**config.mk**
```make
export PLATFORM = sky130hd
export DESIGN_NAME = useq_sequencer
export DESIGN_NICKNAME = d
export VERILOG_FILES = /design/src/rtl/useq_sequencer.sv
export SDC_FILE = /design/constraint.sdc
export NUM_CORES = 1
export LEC_CHECK = 0
export BUFFER_PORTS_ARGS = -buffer_cell sky130_fd_sc_hd__buf_2
export CAP_MARGIN = 15
export CORE_MARGIN = 2
export CORE_UTILIZATION = 43
export DETAILED_ROUTE_END_ITERATION = 7
export GPL_TIMING_DRIVEN = 0
export HOLD_SLACK_MARGIN = 0.12
export MAX_ROUTING_LAYER = met4
export REMOVE_ABC_BUFFERS = 1
export SETUP_SLACK_MARGIN = 0.1
export SYNTH_ARGS = -nofsm -noshare
export SYNTH_HDL_FRONTEND = slang
export SYNTH_SLANG_ARGS = --single-unit
```
**constraint.sdc**
```tcl
create_clock -name clk -period 3.8 [get_ports clk]
set_input_delay 0.57 -clock clk [delete_from_list [all_inputs] [get_ports clk]]
set_output_delay 0.57 -clock clk [all_outputs]
set_load 0.05 [all_outputs]
```
**src/rtl/useq_sequencer.sv**
```systemverilog
// Microcoded sequencer: writable control store, condition mux, return stack and loop counter.
// Optional macro USEQ_STACK_CHECK_EN traps stack overflow/underflow into a sticky err flag.
module useq_sequencer #(
  parameter int  P_LOG_MEMSIZE    = 4,
  parameter int  P_NUM_D_CTRLBITS = 5,
  parameter int  P_NUM_COND       = 4,
  parameter int  P_STACK_DEPTH    = 4,
  localparam int CW               = $clog2(P_NUM_COND),
  localparam int WORD             = P_NUM_D_CTRLBITS + 3 + CW + P_LOG_MEMSIZE
) (
  input  logic                        clk,
  input  logic                        rst_n,
  input  logic                        en,
  input  logic [P_NUM_COND-1:0]       cond,
  input  logic                        wr_en,
  input  logic [P_LOG_MEMSIZE-1:0]    wr_addr,
  input  logic [WORD-1:0]             wr_data,
  output logic [P_NUM_D_CTRLBITS-1:0] dp_ctrl,
  output logic [P_LOG_MEMSIZE-1:0]    pc,
  output logic                        err
);

  localparam int DEPTH = 1 << P_LOG_MEMSIZE;
  localparam int SPW   = $clog2(P_STACK_DEPTH + 1);
  localparam int IW    = (P_STACK_DEPTH > 1) ? $clog2(P_STACK_DEPTH) : 1;

  typedef enum logic [2:0] {
    OP_NEXT  = 3'd0,
    OP_JUMP  = 3'd1,
    OP_JC    = 3'd2,
    OP_JNC   = 3'd3,
    OP_CALL  = 3'd4,
    OP_RET   = 3'd5,
    OP_LDCNT = 3'd6,
    OP_DJNZ  = 3'd7
  } op_e;

  logic [WORD-1:0]          imem  [DEPTH];
  logic [P_LOG_MEMSIZE-1:0] stack [P_STACK_DEPTH];

  logic [P_LOG_MEMSIZE-1:0] pc_reg, pc_next;
  logic [P_LOG_MEMSIZE-1:0] cnt_reg, cnt_next;
  logic [SPW-1:0]           sp_reg, sp_next;
  logic [SPW-1:0]           sp_inc, sp_dec;
  logic [IW-1:0]            push_idx, pop_idx;
  logic                     push;
  logic                     advance;

  logic [WORD-1:0]          word;
  op_e                      op;
  logic [CW-1:0]            csel;
  logic [P_LOG_MEMSIZE-1:0] imm, pc_inc, cnt_dec;
  logic [(1<<CW)-1:0]       cond_ext;
  logic                     c;

  // Asynchronous fetch so dp_ctrl follows pc with no added latency
  assign word    = imem[pc_reg];
  assign dp_ctrl = word[WORD-1 -: P_NUM_D_CTRLBITS];
  assign op      = op_e'(word[P_LOG_MEMSIZE+CW +: 3]);
  assign csel    = word[P_LOG_MEMSIZE +: CW];
  assign imm     = word[P_LOG_MEMSIZE-1:0];
  assign pc      = pc_reg;
  assign pc_inc  = pc_reg + P_LOG_MEMSIZE'(1);
  assign cnt_dec = cnt_reg - P_LOG_MEMSIZE'(1);

  // Pad the condition vector to a power of two; unused selects read as 0
  genvar gi;
  for (gi = 0; gi < (1 << CW); gi++) begin : g_cond
    if (gi < P_NUM_COND) begin : g_real
      assign cond_ext[gi] = cond[gi];
    end else begin : g_pad
      assign cond_ext[gi] = 1'b0;
    end
  end
  assign c = cond_ext[csel];

`ifdef USEQ_STACK_CHECK_EN
  localparam logic [SPW-1:0] SP_FULL = SPW'(P_STACK_DEPTH);
  logic err_reg, err_next;

  assign sp_inc  = sp_reg + SPW'(1);
  assign sp_dec  = sp_reg - SPW'(1);
  assign advance = en & ~err_reg;
  assign err     = err_reg;

  always_ff @(posedge clk) begin
    if (!rst_n) begin
      err_reg <= 1'b0;
    end else begin
      err_reg <= err_next;
    end
  end
`else
  localparam logic [SPW-1:0] SP_LAST = SPW'(P_STACK_DEPTH - 1);

  // Unchecked stack: pointer wraps, oldest entry is overwritten
  assign sp_inc  = (sp_reg == SP_LAST) ? '0 : sp_reg + SPW'(1);
  assign sp_dec  = (sp_reg == '0) ? SP_LAST : sp_reg - SPW'(1);
  assign advance = en;
  assign err     = 1'b0;
`endif

  assign push_idx = IW'(sp_reg);
  assign pop_idx  = IW'(sp_dec);

  always_comb begin
    pc_next  = pc_reg;
    sp_next  = sp_reg;
    cnt_next = cnt_reg;
    push     = 1'b0;
`ifdef USEQ_STACK_CHECK_EN
    err_next = err_reg;
`endif
    if (advance) begin
      case (op)
        OP_NEXT:  pc_next = pc_inc;
        OP_JUMP:  pc_next = imm;
        OP_JC:    pc_next = c ? imm : pc_inc;
        OP_JNC:   pc_next = c ? pc_inc : imm;
        OP_CALL: begin
`ifdef USEQ_STACK_CHECK_EN
          if (sp_reg == SP_FULL) begin
            err_next = 1'b1;
          end else begin
            push    = 1'b1;
            sp_next = sp_inc;
            pc_next = imm;
          end
`else
          push    = 1'b1;
          sp_next = sp_inc;
          pc_next = imm;
`endif
        end
        OP_RET: begin
`ifdef USEQ_STACK_CHECK_EN
          if (sp_reg == '0) begin
            err_next = 1'b1;
          end else begin
            sp_next = sp_dec;
            pc_next = stack[pop_idx];
          end
`else
          sp_next = sp_dec;
          pc_next = stack[pop_idx];
`endif
        end
        OP_LDCNT: begin
          cnt_next = imm;
          pc_next  = pc_inc;
        end
        OP_DJNZ: begin
          cnt_next = cnt_dec;
          pc_next  = (cnt_dec != '0) ? imm : pc_inc;
        end
      endcase
    end
  end

  always_ff @(posedge clk) begin
    if (!rst_n) begin
      pc_reg  <= '0;
      sp_reg  <= '0;
      cnt_reg <= '0;
    end else begin
      pc_reg  <= pc_next;
      sp_reg  <= sp_next;
      cnt_reg <= cnt_next;
    end
  end

  // Host loader port works regardless of reset or enable
  always_ff @(posedge clk) begin
    if (wr_en) begin
      imem[wr_addr] <= wr_data;
    end
  end

  always_ff @(posedge clk) begin
    if (rst_n && push) begin
      stack[push_idx] <= pc_inc;
    end
  end

endmodule

```
==> results_dict.tcl <==
set metrics [dict create \
    path_class "flip-flop to output pin" \
    cpLargestDelayFamily "multiplexers" \
    synth_top_cell_by_area "edfxtp_1" \
    fillers 1907 \
    antenna_found_initial 2 \
    ir_drop_mv 0.564 \
    critPathBufInv 2 \
    worst_pin_slew_ns 1.08 \
    ys_seq_elements 255 \
    period_share 0.899 \
    die_h_um 158 \
    cellLeakagePower_nw 3.84 \
    cts-root-buf "clkbuf_16" \
    vias_per_cell 5.43 \
    synthFlopType "edfxtp_1" \
    final.setup.tns_ns 0 \
    design_area_um2 12000 \
    synth_area_leaders "edfxtp_1 (71%), mux4_2 (14%), dfxtp_1 (2.9%), mux4_1 (1.0%), ha_1 (0.98%)" \
    largest_reg_flops 224 \
    rsz0062_at_grt "no" \
    critPathLaunchType "flip-flop" \
    placed_area_um2 11100 \
    dpl.hpwl_mm 13.7 \
    post_cts_buffers 0 \
    min_period_ns 3.42 \
    hold_path.class "primary input to flip-flop" \
    cts_resized 0 \
    portBuffers 34 \
    nets 602 \
    fp.coreArea_um2 23400 \
    grt_start_max_net_pins 54 \
    wl_per_cell_um 23.2 \
    drt.antenna.violating_nets 0 \
    synth_commonest_cells "edfxtp_1 (240), mux4_2 (63), nor2_1 (24)" \
    critPathSlowestCell "dfxtp_4" \
    reg_top3 "imem (224), stack (16)" \
    setup_violations 0 \
    h-tree-depth 1 \
    num_vias 4936 \
    start_util 0.436 \
    synth_cells 506 \
    crit_path_max_incr_delay_ns 0.72 \
    regMostFlops "imem" \
    clock.fmax_mhz 293 \
    worstSetupEndpointType "output pin" \
    multi_input_area_um2 2570 \
    syn_area_per_cell_um2 20.2 \
    dieArea_um2 25000 \
    relSlewSlack 0.277 \
    ys_seq_area_frac 0.735 \
    syn2layout_area_growth_pct 17.7 \
    worst_slack_ns 0.385 \
    grt_pass1_wl_mm 31.8 \
    netlist_area_um2 10200 \
    grt_usage 0.182 \
    cts_made_buffers 28 \
    ys_async_sr_fraction 0 \
    crit_top_cell "mux4_2" \
    worstPathArrival_ns 2.85 \
    slew_viol_final 0 \
    ys_warn_count 0 \
    status "finished clean" \
    worstPathRequired_ns 3.23 \
    regArea_um2 7520 \
    drtIter0Drc 321 \
    hold_buffers 0 \
    cts.sink_count 255 \
    grt-ovfl-total 0 \
    num_rows 56 \
    cts_tree "built" \
    synth.most_common_cell "edfxtp_1" \
    clk_latency_ns 0.56 \
    synth.distinct_cells 55 \
    cts_buffer_depth 3 \
    drv_cap 0 \
    finClkSkew_ns 0.0286 \
    ioPinCount 36 \
    gp_congestion 0.755 \
    finalHoldViolCount 0 \
    drcViolationCount 0 \
    grt_pass1_vias 5152 \
    drt-pass1-iter-count 4 \
    place_ws_ns 0.441 \
    clkSlewWorstSetupHoldPaths_ns 0.06 \
    power_density_nw_per_um2 727 \
    routed_wl_mm 21.1 \
    synth_top_area_frac 0.706 \
    synth_edf_count 240 \
    crit_fanout 30 \
    path_cells "buf_12 -> mux4_2 -> mux4_2 -> buf_2" \
    layout-drive-gt1-share 0.317 \
    finish.utilization 0.514 \
    dieWidth_um 158 \
]
==> layout make-up <==
cell class / instances / area share
Sequential cell: 255 / 0.625
Clock inverter: 18 / 0.0198
Tap cell: 319 / 0.0332
Multi-Input combinational cell: 216 / 0.214
Antenna cell: 1 / 0.000208
Timing Repair Buffer: 54 / 0.0435
Inverter: 13 / 0.00406
Clock buffer: 33 / 0.0599
==> path summary, 6_finish.rpt <==
kind | startpoint | endpoint | slack, ns | cells past startpoint
setup / recovery | flip-flop | dp_ctrl[0] | 0.38 | 4
setup reg to reg | flip-flop | stack[3][0]$_DFFE_PP_ | 0.52 | 6
hold reg to reg | sp_reg[2]$_SDFFE_PN0P_ | sp_reg[2]$_SDFFE_PN0P_ | 0.52 | 2
hold / removal | rst_n | cnt_reg[2]$_SDFFE_PN0P_ | 0.38 | 2
==> per-layer routing <==
| layer | share of wire | GRT usage |
|---|---|---|
| met1 | 0.40 | 0.222 |
| met2 | 0.53 | 0.317 |
| met3 | 0.038 | 0.0304 |
| met4 | 0.026 | 0.0476 |
| met5 | 0 | - |
==> metrics by stage <==
stage,power [mW],hold slack [ns],instances
floorplan,5.39,0.471,484
global placement,6.01,0.490,837
detailed placement,6.07,0.510,857
CTS,8.83,0.359,908
global route,9.14,0.372,909
finish,8.74,0.381,909
==> kinds of logic after synthesis <==
group / Yosys count / share of synthesized area
flops: 255 / 0.735
mux: 81 / 0.164
simple gates: 76 / 0.0386
compound gates: 46 / 0.0309
buf+inv: 35 / 0.0179
fa+ha+maj: 8 / 0.00980
xor+xnor: 4 / 0.00343
other cells: 1 / 0.000367
==> cell usage in the layout (no fill, tap or decap), drive strengths merged, types with 8 or more instances in the layout <==
master and n:
nand3 10, ha 8, dfxtp 15, buf 54, edfxtp 240, o21ai 13, clkinv 11, nand2 12
mux4 67, mux2i 9, clkbuf 33, nor2 25, and2 8, inv 14
==> report_power, final <==
| group | total (mW) | leakage, nW | switching, mW | internal [mW] |
|---|---|---|---|---|
| registers | 3.60 | 2.29 | 0.360 | 3.24 |
| logic | 2.37 | 1.09 | 1.22 | 1.15 |
| clock network | 2.77 | 0.460 | 1.07 | 1.69 |
(Power assumes the default switching activity.)
